File: config.mk
export PLATFORM = sky130hd
export DESIGN_NAME = y_serial_addsub
export DESIGN_NICKNAME = d
export VERILOG_FILES = /design/src/rtl/y_arith_pkg.sv /design/src/rtl/yAdder1.sv /design/src/rtl/y_serial_addsub.sv
export SDC_FILE = /design/constraint.sdc
export NUM_CORES = 1
export LEC_CHECK = 0
export CAP_MARGIN = 10
export CORE_MARGIN = 2
export CORE_UTILIZATION = 50
export DETAILED_ROUTE_END_ITERATION = 7
export GPL_ROUTABILITY_DRIVEN = 0
export MAX_ROUTING_LAYER = met4
export PLACE_DENSITY = 0.86
export SLEW_MARGIN = 25
export SYNTH_ARGS = -nofsm -noshare
export SYNTH_HDL_FRONTEND = slang
export SYNTH_HIERARCHICAL = 1
export SYNTH_SLANG_ARGS = --single-unit
File: constraint.sdc
create_clock -name clk -period 4.8 [get_ports clk]
set_clock_uncertainty 0.1 [all_clocks]
set_input_delay 1.2 -clock clk [delete_from_list [all_inputs] [get_ports clk]]
set_output_delay 1.2 -clock clk [all_outputs]
set_load 0.02 [all_outputs]
File: src/rtl/y_arith_pkg.sv
// ---------------------------------------------------------------------------
// y_arith_pkg
// Shared definitions for the yArith family of arithmetic engines.
//   state_e      : controller state encoding for the serial add/sub unit
//   OP_ADD/OP_SUB: operation select encoding (op input)
//   Y_WIDTH_DEF  : default operand/result width
// ---------------------------------------------------------------------------
package y_arith_pkg;

    typedef enum logic [1:0] {
        ST_IDLE = 2'd0,
        ST_RUN  = 2'd1,
        ST_DONE = 2'd2
    } state_e;

    localparam logic OP_ADD = 1'b0;
    localparam logic OP_SUB = 1'b1;

    localparam int Y_WIDTH_DEF = 32;

endpackage : y_arith_pkg

File: src/rtl/yAdder1.sv
// ---------------------------------------------------------------------------
// yAdder1
// One-bit full-adder cell shared by the yAdder/yArith datapath.
// Ports:
//   a, b  : operand bits
//   cin   : carry in
//   z     : sum bit
//   cout  : carry out
// ---------------------------------------------------------------------------
module yAdder1 (
    output logic z,
    output logic cout,
    input  logic a,
    input  logic b,
    input  logic cin
);

    logic a_xor_b;

    assign a_xor_b = a ^ b;
    assign z       = a_xor_b ^ cin;
    assign cout    = (a & b) | (cin & a_xor_b);

endmodule : yAdder1

File: src/rtl/y_serial_addsub.sv
// ---------------------------------------------------------------------------
// y_serial_addsub
// Bit-serial adder/subtractor: z = a + b (op=0) or z = a - b (op=1),
// one bit per clock, LSB first, through a single yAdder1 cell.
// Ports:
//   clk   : rising-edge clock
//   rst   : asynchronous active-high reset
//   start : request, sampled only in IDLE (ignored otherwise, no queueing)
//   op    : 0 = add, 1 = subtract (latched with start)
//   a, b  : operands (latched with start; free to change afterwards)
//   busy  : high while bits are being processed
//   done  : one-cycle pulse, result valid
//   z     : result register
//   cout  : carry out of the MSB (subtract: 1 = no borrow)
//   ovf   : signed overflow
//   zero  : z == 0
// Timing: start accepted at edge E0, bits processed at E1..E(WIDTH),
// done high for the cycle after E(WIDTH), back in IDLE one cycle later.
// ---------------------------------------------------------------------------
module y_serial_addsub
    import y_arith_pkg::*;
#(
    parameter int WIDTH = Y_WIDTH_DEF
) (
    input  logic             clk,
    input  logic             rst,
    input  logic             start,
    input  logic             op,
    input  logic [WIDTH-1:0] a,
    input  logic [WIDTH-1:0] b,
    output logic             busy,
    output logic             done,
    output logic [WIDTH-1:0] z,
    output logic             cout,
    output logic             ovf,
    output logic             zero
);

    localparam int                CNT_W    = $clog2(WIDTH);
    localparam logic [CNT_W-1:0] CNT_LAST = CNT_W'(WIDTH - 1);

    // Registered state
    state_e             state_q, state_d;
    logic [WIDTH-1:0]   a_sh_q, a_sh_d;
    logic [WIDTH-1:0]   b_sh_q, b_sh_d;
    logic               op_q, op_d;
    logic               carry_q, carry_d;
    logic [CNT_W-1:0]   cnt_q, cnt_d;
    logic [WIDTH-1:0]   z_q, z_d;
    logic               cout_q, cout_d;
    logic               ovf_q, ovf_d;
    logic               zero_q, zero_d;

    // Single full-adder cell; subtraction inverts b and seeds carry with 1
    logic               add_b;
    logic               add_sum;
    logic               add_cout;
    logic [WIDTH-1:0]   z_shift;

    assign add_b   = b_sh_q[0] ^ op_q;
    assign z_shift = {add_sum, z_q[WIDTH-1:1]};

    yAdder1 u_add (
        .z    (add_sum),
        .cout (add_cout),
        .a    (a_sh_q[0]),
        .b    (add_b),
        .cin  (carry_q)
    );

    // Next-state and datapath update
    always_comb begin
        state_d = state_q;
        a_sh_d  = a_sh_q;
        b_sh_d  = b_sh_q;
        op_d    = op_q;
        carry_d = carry_q;
        cnt_d   = cnt_q;
        z_d     = z_q;
        cout_d  = cout_q;
        ovf_d   = ovf_q;
        zero_d  = zero_q;

        unique case (state_q)
            ST_IDLE: begin
                if (start) begin
                    state_d = ST_RUN;
                    a_sh_d  = a;
                    b_sh_d  = b;
                    op_d    = op;
                    // Two's-complement subtract: +1 enters as the LSB carry
                    carry_d = (op == OP_SUB);
                    cnt_d   = '0;
                end
            end

            ST_RUN: begin
                a_sh_d  = a_sh_q >> 1;
                b_sh_d  = b_sh_q >> 1;
                carry_d = add_cout;
                cnt_d   = cnt_q + 1'b1;
                z_d     = z_shift;
                if (cnt_q == CNT_LAST) begin
                    state_d = ST_DONE;
                    cout_d  = add_cout;
                    // On the last bit a_sh_q[0]/b_sh_q[0] still hold the
                    // original operand MSBs, so no separate sign copies.
                    ovf_d   = (a_sh_q[0] ^ b_sh_q[0] ^ op_q ^ 1'b1)
                              & (add_sum ^ a_sh_q[0]);
                    zero_d  = (z_shift == '0);
                end
            end

            ST_DONE: begin
                state_d = ST_IDLE;
            end

            default: begin
                state_d = ST_IDLE;
            end
        endcase
    end

    always_ff @(posedge clk or posedge rst) begin
        if (rst) begin
            state_q <= ST_IDLE;
            a_sh_q  <= '0;
            b_sh_q  <= '0;
            op_q    <= 1'b0;
            carry_q <= 1'b0;
            cnt_q   <= '0;
            z_q     <= '0;
            cout_q  <= 1'b0;
            ovf_q   <= 1'b0;
            zero_q  <= 1'b1;
        end else begin
            state_q <= state_d;
            a_sh_q  <= a_sh_d;
            b_sh_q  <= b_sh_d;
            op_q    <= op_d;
            carry_q <= carry_d;
            cnt_q   <= cnt_d;
            z_q     <= z_d;
            cout_q  <= cout_d;
            ovf_q   <= ovf_d;
            zero_q  <= zero_d;
        end
    end

    // Handshake outputs decode the state register directly
    assign busy = (state_q == ST_RUN);
    assign done = (state_q == ST_DONE);
    assign z    = z_q;
    assign cout = cout_q;
    assign ovf  = ovf_q;
    assign zero = zero_q;

endmodule : y_serial_addsub

# Yosys cells after proc, flatten, opt, wreduce, memory -nomap -nowiden
# Index checks and enable logic that the tools add are counted.
[totals] ff_bits=108 out_inout_bits=37
[op_classes] reduce_logical=7 n_eq_ne=5 bitwise_logic=11 muxes=11 addsub=1
[op_table] operator="$pmux W32 S2" count=2
[op_table] operator="$mux W32" count=2
[op_table] operator="$logic_not A32 Y1" count=1
[op_table] operator="$pmux W5 S2" count=1
[op_table] operator="$reduce_and A2 Y1" count=4
[op_table] operator="$xor A1 B1 Y1" count=6
[op_table] operator="$add A5 B1 Y5 const B" count=1
[op_table] operator="$eq A5 B5 Y1 const B" count=1
[op_table] operator="$mux W5" count=1
[op_table] operator="$mux W2" count=2
[op_table] operator="$pmux W2 S2" count=1
[op_table] operator="$and A1 B1 Y1" count=3
[op_table] operator="$eq A2 B1 Y1 const B" count=1
[op_table] operator="$eq A2 B2 Y1 const B" count=1
[op_table] operator="$logic_not A2 Y1" count=1
[op_table] operator="$ne A2 B1 Y1 const B" count=1
[op_table] operator="$ne A2 B2 Y1 const B" count=1
[op_table] operator="$pmux W1 S2" count=1
[op_table] operator="$reduce_bool A2 Y1" count=1
[op_table] operator="$mux W1" count=1
[op_table] operator="$not A1 Y1" count=1
[op_table] operator="$or A1 B1 Y1" count=1

# Depth between registers and ports, before layout
# Gate-level depths: netlist of run 1.
[logic_depth] ltp_word=5 mapped_depth=8 depth_no_buf=6

# Hierarchy
# Netlist of run 1, hierarchy kept.
[by_module_without_submodules] mod="y_serial_addsub" cells_each=552 n_inst=1 area_each_um2=5242.5
[by_module_without_submodules] mod="yAdder1" cells_each=1 n_inst=1 area_each_um2=20.0

# Least setup slack after synthesis of run 1
# Ideal clock, no wire load.
[synth_path] path_type="flip-flop to output port" start="reg state_q[1]" end="out done" stages_incl_launch_ff=5 t_required_ps=3500 arrival_time_ps=1103 path_slack_ps=2397 cell_sequence="dfrtp_1 > buf_6 > buf_4 > buf_2 > nor2b_1"
[synth_between] elab_chain_cells=1
[synth_lines] item="start, declared" line_no="y_serial_addsub.sv:43" rtl="state_e state_q, state_d;"
[synth_lines] item="start signal, assigned" line_no="y_serial_addsub.sv:137" rtl="state_q <= state_d;"
[synth_lines] item="$eq A2 B2 Y1" line_no="y_serial_addsub.sv:152" rtl="assign done = (state_q == ST_DONE);"
[synth_lines] item="end, declared" line_no="y_serial_addsub.sv:32" rtl="output logic done,"
# No other way between the ends.

# Worst setup path in the final report of run 1
[layout_path] start="reg state_q[1]" end="out busy"
[layout_between] elab_chain_cells=1
[layout_lines] item="$eq A2 B1 Y1" line_no="y_serial_addsub.sv:151" rtl="assign busy = (state_q == ST_RUN);"
[layout_lines] item="end, declared" line_no="y_serial_addsub.sv:31" rtl="output logic busy,"
# No other way between the ends.

==> results of run 1 <==
power breakdown:
part           total, mW  switching (mW)  internal, mW
registers           1.57           0.310          1.26
clock network      0.523           0.327         0.196
logic               1.51           0.826         0.684
registers in the layout (all words and copies together), names as in the netlist:
| register | flops |
|---|---|
| a_sh_q | 32 |
| ovf | 1 |
| state_q | 2 |
| op_q | 1 |
| z | 32 |
| cout | 1 |
| carry_q | 1 |
| zero | 1 |
| b_sh_q | 32 |
| cnt_q | 5 |
layout by cell type, fill, tap and decap left out, drive strengths merged:
cell type,n
nor2,1
o21ai,67
inv,6
a22o,4
xor2,1
ha,2
clkbuf,9
and3,1
dfstp,1
o31ai,1
clkdlybuf4s50,103
mux2,3
nor2b,69
nor4,8
clkinvlp,2
nand2,102
a22oi,62
buf,7
a21oi,66
nand3b,1
nand2b,2
nand4,2
nand3,1
o21bai,1
clkinv,2
dfrtp,107
mux2i,2
fa,1
and3b,1
cell usage after synthesis, types with 2 or more instances:
cell type / number
clkbuf_1: 13
nor2b_1: 68
buf_6: 15
nor4_1: 8
a22o_1: 4
buf_4: 5
mux2_2: 3
o21ai_0: 46
nand4_1: 2
nand2_1: 102
mux2i_1: 2
dfrtp_1: 107
buf_2: 10
inv_1: 2
ha_1: 2
a22oi_1: 62
o21ai_1: 21
a21oi_1: 66
worst paths after layout:
kind | start | to | slack (ns)
setup reg to reg | state_q[1]$_DFFE_PP0P_ | b_sh_q[13]$_DFFE_PP0P_ | 2.47
min in group asynchronous | rst | b_sh_q[14]$_DFFE_PP0P_ | 1.27
hold reg to reg | z[0]$_DFFE_PP0P_ | z[0]$_DFFE_PP0P_ | 0.41
hold / removal | z[0]$_DFFE_PP0P_ | z[0]$_DFFE_PP0P_ | 0.41
setup / recovery | state_q[1]$_DFFE_PP0P_ | busy | 1.20
max in group asynchronous | rst | z[17]$_DFFE_PP0P_ | 2.53
area by class of cell:
class,instances,area (sq um),share of cell area [%]
clock buffer,9,124,1.94
inverter,3,21.3,0.333
timing repair buffer,110,1080,16.9
sequential,108,2710,42.4
clock inverter,7,57.6,0.901
multi-input combinational,398,2220,34.8
tap,136,170,2.67
per-stage QoR:
stage               std cells  utilization (%)  hold WS, ns  worst slack, ns  instance area, sq um
finish                    771             62.1        0.408             1.20                  6380
global route              771             62.1        0.441             1.07                  6380
CTS                       771             62.1        0.419             1.19                  6380
detailed placement        755             60.4        0.392             1.60                  6200
global placement          755             60.4        0.364             1.62                  6200
floorplan                 553                -        0.356            0.656                  5260
worst max-delay path: stages, from the launching register on:
cell             delay [ns]
dfrtp_2                0.41
nand2b_4               0.32
inv_8                  0.48
clkdlybuf4s50_1        0.70
kinds of logic (layout without fill, tap and decap cells):
group	Yosys count	count (layout)	share of synthesized area, %
XOR/XNOR	1	1	0.166
multiplexers	5	5	1.02
AO/OA/AOI/OAI	201	201	22.4
buffers and inverters	47	129	6.44
AND/OR/NAND/NOR	188	188	17.7
flip-flops	108	108	51.4
adder cells (fa/ha/maj)	3	3	0.856
layer usage:
metal / up-vias / GRT usage, %
met3: 18 / 3.40
li1: 2085 / -
met2: 138 / 34.6
met1: 2134 / 31.0
met5: - / -
met4: 0 / 6.59
==> flow_metrics.tcl, run 1 <==
set metrics [dict create \
    hold_viol_final 0 \
    vias 4375 \
    gr-total-overflow 0 \
    period_minus_slack_ns 3.60 \
    cts_buffers 9 \
    syn_area_per_cell_sq_um 9.52 \
    clk_root_buffer_cell "clkbuf_8" \
    max_freq_mhz 278 \
    clk_latency_ns 0.37 \
    startpoint_type "flip-flop" \
    fin_crit_sh_pct 75.1 \
    start_util_pct 51.2 \
    antenna_found_initial 0 \
    numClockSinks 108 \
    antenna_cells 0 \
    core_sq_um 10300 \
    cp-end-kind "output pin" \
    die_h_um 107 \
    wl_met3_um 628 \
    hold-path-cell-count 2 \
    wl_met1_um 5340 \
    tns_ns 0 \
    drc 0 \
    portBuffers 104 \
    status "finished, final reports clean" \
    power_density_nw_per_um2 565 \
    setup_viol 0 \
    first_iter_violations 269 \
    fill_cells 870 \
    first_global_vias 4094 \
    synth_top_area_cell "dfrtp_1" \
    synth.distinct_cells 33 \
    via_per_inst 5.67 \
    rows 37 \
    maxSlewViolCount 0 \
    ant_nets 0 \
    cts_tree "built" \
    clk_pin_slew_ns 0.11 \
    maxCapViolCount 0 \
    dr.max_layer_used "met4" \
    wirelength_um 12100 \
    ctsHoldBuffers 0 \
    synth_cells 553 \
    crit_required_ns 3.50 \
    grt_max_degree 98 \
    synth_ff_type "dfrtp_1" \
    p_leak_nw 2.74 \
    areaGrowthSynthToFinish_pct 21.3 \
    netlist_top_cells_area "dfrtp_1, a22oi_1, nor2b_1, nand2_1, a21oi_1" \
    ys_ff_latch 108 \
    arrival_ns 2.30 \
    cts_resized 0 \
    synth-async-reset-ratio_pct 100 \
    worst_ir_drop_vdd_mv 0.324 \
    rr_worst_depth 5 \
    yosysWarnings 6 \
    clk_path_buf_depth 2 \
    cts_setup_buffers 0 \
    hold_class "reg2reg" \
    synth_edf_count 0 \
    htreeDepth 3 \
    path_class "reg2out" \
    yosysSeqAreaShare_pct 51.4 \
    maxSlewHeadroom_pct 42.4 \
    io_pins 105 \
    worst_slew_pin_slew_ns 0.864 \
    grt_pass1_wl_um 20100 \
    wl_met2_um 5930 \
    dieArea_sq_um 11400 \
    dp_hpwl_um 7750 \
    layout-drive-gt1-share_pct 5.20 \
    cp_max_fo 97 \
    die_w_um 107 \
    grt_setup_unrepaired "no" \
    synth.cell_area_sq_um 5260 \
    final_nets 701 \
    yosys.area.top_type_share_pct 50.9 \
    p_total_mw 3.61 \
    grt_usage_pct 22.4 \
    firstDrtPassIters 5 \
    syn-num-nets 624 \
    post_drt_wl_per_cell_um 15.7 \
]
Power figures use the tool's default switching activity.
==> run 2, diff against run 1 <==
Settings changed: CORE_UTILIZATION 50 to 47, PLACE_DENSITY 0.86 to 0.85.
Clock period 4.8 ns to 3.2 ns, I/O delays scaled along.
==> run 2 against run 1 <==
  * Hold slack worse by 0.025 ns
  * Routed wire length is 0.55% higher
  * Global-route usage is 0.96 points lower
  * Non-clock buffer count stayed put
  * Total power is 52% higher
  * Critical path depth stayed put
  * Flip-flop and latch count stayed put
  * Register-to-register slack worse by 1.8 ns
  * Combinational power is 48% higher
==> flow_metrics.tcl, run 2 (synthesized netlist as in run 1, its figures left out) <==
set metrics [dict create \
    status "finished, final reports clean" \
    cp_max_fo 34 \
    first_global_vias 4282 \
    hold_class "reg2reg" \
    die_h_um 110 \
    clk_root_buffer_cell "clkbuf_8" \
    cts_resized 0 \
    core_sq_um 10900 \
    power_density_nw_per_um2 854 \
    drc 0 \
    htreeDepth 3 \
    layout-drive-gt1-share_pct 5.04 \
    ant_nets 0 \
    final_common_cell "dfrtp_1" \
    gr-total-overflow 0 \
    first_iter_violations 317 \
    worst_ir_drop_vdd_mv 0.752 \
    cts_tree "built" \
    die_w_um 110 \
    arrival_ns 2.05 \
    startpoint_type "flip-flop" \
    maxCapViolCount 0 \
    cts_buffers 9 \
    grt_max_degree 109 \
    post_drt_wl_per_cell_um 15.7 \
    hold-path-cell-count 2 \
    clk_latency_ns 0.36 \
    hold_viol_final 0 \
    path_class "reg2out" \
    rr_startpoint "state_q[1]$_DFFE_PP0P_" \
    rr_worst_depth 5 \
    final_cell_mix "dfrtp_1, clkdlybuf4s50_1, nand2_1, nor2b_1, a21oi_1" \
    antenna_found_initial 0 \
    min_from "zero$_DFFE_PP1P_" \
    whs_endpoint "zero$_DFFE_PP1P_" \
    r2r_slack_ns 0.68 \
    grt_usage_pct 21.4 \
    rows 38 \
    maxSlewHeadroom_pct 36.4 \
    dieArea_sq_um 12100 \
    crit_required_ns 2.30 \
    antenna_cells 0 \
    via_per_inst 5.63 \
    final_nets 701 \
    dr.max_layer_used "met4" \
    grt_setup_unrepaired "no" \
    vias 4363 \
    tns_ns 0 \
    wl_met1_um 5400 \
    clk_path_buf_depth 2 \
    max_freq_mhz 339 \
    wirelength_um 12200 \
    fill_cells 929 \
    clk_pin_slew_ns 0.10 \
    wl_met3_um 723 \
    fin_crit_sh_pct 92.2 \
    cts_setup_buffers 0 \
    worst_slew_pin_slew_ns 0.954 \
    portBuffers 104 \
    areaGrowthSynthToFinish_pct 22.1 \
    setup_viol 0 \
    io_pins 105 \
    period_minus_slack_ns 2.95 \
    p_leak_nw 2.75 \
    critical_path.reg2reg.endpoint "a_sh_q[9]$_DFFE_PP0P_" \
    numClockSinks 108 \
    grt_pass1_wl_um 20100 \
    ctsHoldBuffers 0 \
    cp-end-kind "output pin" \
    start_util_pct 48.3 \
    dp_hpwl_um 7560 \
    firstDrtPassIters 5 \
    wl_met2_um 5920 \
    holdWs_ns 0.383 \
    maxSlewViolCount 0 \
]
[run 2: cell type report]
cell class | instances | area [sq um] | area share, %
inverters | 3 | 22.5 | 0.351
flip-flops and latches | 108 | 2710 | 42.1
repair buffers | 110 | 1090 | 17.0
multi-input cells | 398 | 2220 | 34.6
clock inverters | 5 | 60.1 | 0.935
clock buffers | 11 | 141 | 2.20
well taps | 140 | 175 | 2.73
[run 2: metrics by stage]
step	instance area (sq um)	cells	power, mW	setup slack [ns]	util, %
after floorplan	5270	553	3.92	0.999	-
after global routing	6420	775	5.90	0.135	59.0
after global placement	6220	759	4.52	0.676	57.1
after CTS	6420	775	5.52	0.221	59.0
after detailed placement	6220	759	4.66	0.620	57.1
final	6420	775	5.49	0.250	59.0
[run 2: worst max-delay path by stage]
| stage | from | endpoint | slack (ns) | cells past startpoint |
|---|---|---|---|---|
| floorplan | rst | a_sh_q[0]$_DFFE_PP0P_ | 1.0 | 1 |
| global placement | state_q[1]$_DFFE_PP0P_ | busy | 0.68 | 3 |
| detailed placement | state_q[1]$_DFFE_PP0P_ | busy | 0.62 | 3 |
| CTS | state_q[1]$_DFFE_PP0P_ | busy | 0.22 | 3 |
| global route | state_q[1]$_DFFE_PP0P_ | busy | 0.13 | 3 |
| finish | state_q[1]$_DFFE_PP0P_ | busy | 0.25 | 3 |
[run 2: where the power goes]
| group | switching, mW | internal (mW) | leakage (nW) | total (mW) |
|---|---|---|---|---|
| Combinational | 1.21 | 1.03 | 1.26 | 2.24 |
| Sequential | 0.488 | 1.89 | 1.39 | 2.38 |
| Clock | 0.476 | 0.388 | 0.0999 | 0.863 |
| Total | 2.17 | 3.32 | 2.75 | 5.49 |
[run 2: per-layer routing]
layer	track usage, %	vias to the layer above
met3	5.10	8
met1	27.7	2139
met2	34.4	133
met4	4.70	0
li1	-	2083
met5	-	-
[run 2: critical path: stages (launching register included)]
cell	delay, ns
dfrtp_2	0.57
nand2b_4	0.39
inv_8	0.12
clkdlybuf4s50_1	0.61
==> run 3, diff against run 2 <==
Settings changed: CORE_ASPECT_RATIO from default to 0.6.
==> run 3 against run 2 <==
  * Non-clock buffer count increased by 1
  * Sequential power about the same
  * Clock power increased by 22%
  * Maximum frequency increased by 20%
  * Core utilization increased by 1.7 points
==> flow_metrics.tcl, run 3 (synthesized netlist as in run 1, its figures left out) <==
set metrics [dict create \
    clk_pin_slew_ns 0.07 \
    core_sq_um 10700 \
    firstDrtPassIters 5 \
    clk_root_buffer_cell "clkbuf_16" \
    p_int_mw 3.47 \
    slowest_stage "clkdlybuf4s50_1" \
    period_minus_slack_ns 2.47 \
    hold-path-cell-count 2 \
    power_density_nw_per_um2 881 \
    htreeDepth 3 \
    die_w_um 141 \
    vias 4376 \
    cp-end-kind "output pin" \
    grt_pass1_wl_um 21000 \
    min_from "zero$_DFFE_PP1P_" \
    max_freq_mhz 405 \
    layout-drive-gt1-share_pct 5.35 \
    path_buf_inv 2 \
    rows 29 \
    rr_startpoint "state_q[1]$_DFFE_PP0P_" \
    arrival_ns 1.57 \
    cp_max_fo 3 \
    dieArea_sq_um 12100 \
    first_global_vias 4191 \
    cts_resized 0 \
    final_nets 702 \
    rr_worst_depth 5 \
    path_cells "nand2b_4, inv_8, clkdlybuf4s50_1" \
    post_drt_wl_per_cell_um 16.7 \
    hold_viol_final 0 \
    setup_viol 0 \
    grt_max_degree 109 \
    r2r_slack_ns 1.08 \
    first_iter_violations 387 \
    maxSlewViolCount 0 \
    areaGrowthSynthToFinish_pct 23.9 \
    clk_path_buf_depth 2 \
    worst_slew_pin_slew_ns 1.00 \
    p_leak_nw 2.79 \
    power_frac_seq_pct 41.4 \
    final_cell_mix "dfrtp_1, clkdlybuf4s50_1, nand2_1, nor2b_1, a21oi_1" \
    numClockSinks 108 \
    tns_ns 0 \
    maxCapViolCount 0 \
    portBuffers 104 \
    antenna_cells 0 \
    p_total_mw 5.74 \
    crit_family "buffers and inverters" \
    status "finished, final reports clean" \
    whs_endpoint "zero$_DFFE_PP1P_" \
    hold_class "reg2reg" \
    die_h_um 86.0 \
    start_util_pct 49.0 \
    grt_setup_unrepaired "no" \
    final_common_cell "dfrtp_1" \
    maxSlewHeadroom_pct 33.2 \
    antenna_found_initial 0 \
    crit_required_ns 2.30 \
    worst_ir_drop_vdd_mv 0.587 \
    gr-total-overflow 0 \
    drc 0 \
    ctsHoldBuffers 0 \
    dp_hpwl_um 7970 \
    grt_usage_pct 22.4 \
    path_class "reg2out" \
    p_comb_share_pct 40.4 \
    cts_tree "built" \
    switching_share_pct 39.5 \
    cts_buffers 9 \
    via_per_inst 5.65 \
    cts_setup_buffers 0 \
    clockPowerShare_pct 18.2 \
    critical_path.reg2reg.endpoint "b_sh_q[18]$_DFFE_PP0P_" \
    p_sw_mw 2.27 \
    cpPeakStageDelay_ns 0.58 \
    wirelength_um 12900 \
    ant_nets 0 \
    io_pins 105 \
    fin_crit_sh_pct 77.1 \
    startpoint_type "flip-flop" \
    clk_latency_ns 0.35 \
]
[run 3: power by group through the flow]
stage / Sequential, mW / Combinational (mW) / Clock (mW)
floorplan: 2.50 / 1.42 / 0
detailed placement: 2.38 / 2.32 / 0
finish: 2.38 / 2.32 / 1.05
global placement: 2.34 / 2.20 / 0
CTS: 2.36 / 2.33 / 1.06
global route: 2.46 / 2.57 / 1.12
[run 3: per-stage QoR]
stage	area [sq um]	hold slack (ns)	setup slack (ns)	instances	util (%)
after global routing	6520	0.385	0.682	775	60.7
final	6520	0.378	0.732	775	60.7
after CTS	6520	0.377	0.723	775	60.7
after global placement	6240	0.364	0.998	759	58.1
after detailed placement	6240	0.364	0.950	759	58.1
after floorplan	5270	0.356	0.999	553	-
[run 3: area by class of cell]
cell class              instances  area, sq um
fillers                       886         4220
multi-input cells             398         2220
clock buffers                   9          225
flip-flops and latches        108         2710
repair buffers                111         1110
well taps                     139          174
clock inverters                 7         53.8
inverters                       3         22.5
[run 3: how the worst max path moves through the flow]
| stage | start | end | slack (ns) | cells after the start |
|---|---|---|---|---|
| floorplan | rst | a_sh_q[0]$_DFFE_PP0P_ | 1.0 | 1 |
| global route | state_q[1]$_DFFE_PP0P_ | busy | 0.68 | 3 |
| finish | state_q[1]$_DFFE_PP0P_ | busy | 0.73 | 3 |
| detailed placement | start | cnt_q[2]$_DFFE_PP0P_ | 0.95 | 4 |
| CTS | state_q[1]$_DFFE_PP0P_ | busy | 0.72 | 3 |
| global placement | start | cnt_q[2]$_DFFE_PP0P_ | 1.0 | 4 |
[run 3: tightest hold or removal path, stage by stage, from the launching register on]
cell and delay [ns]:
dfstp_2 0.38, nand2_1 0.05, o31ai_1 0.05
[run 3: routing by layer]
layer	wire length, um	GRT usage [%]	part of all wire [%]	vias to the layer above
met5	0	-	0	-
met2	5730	31.3	44	163
met4	159	6.00	1.2	0
li1	-	-	-	2081
met3	973	5.42	7.5	16
met1	6040	32.6	47	2116
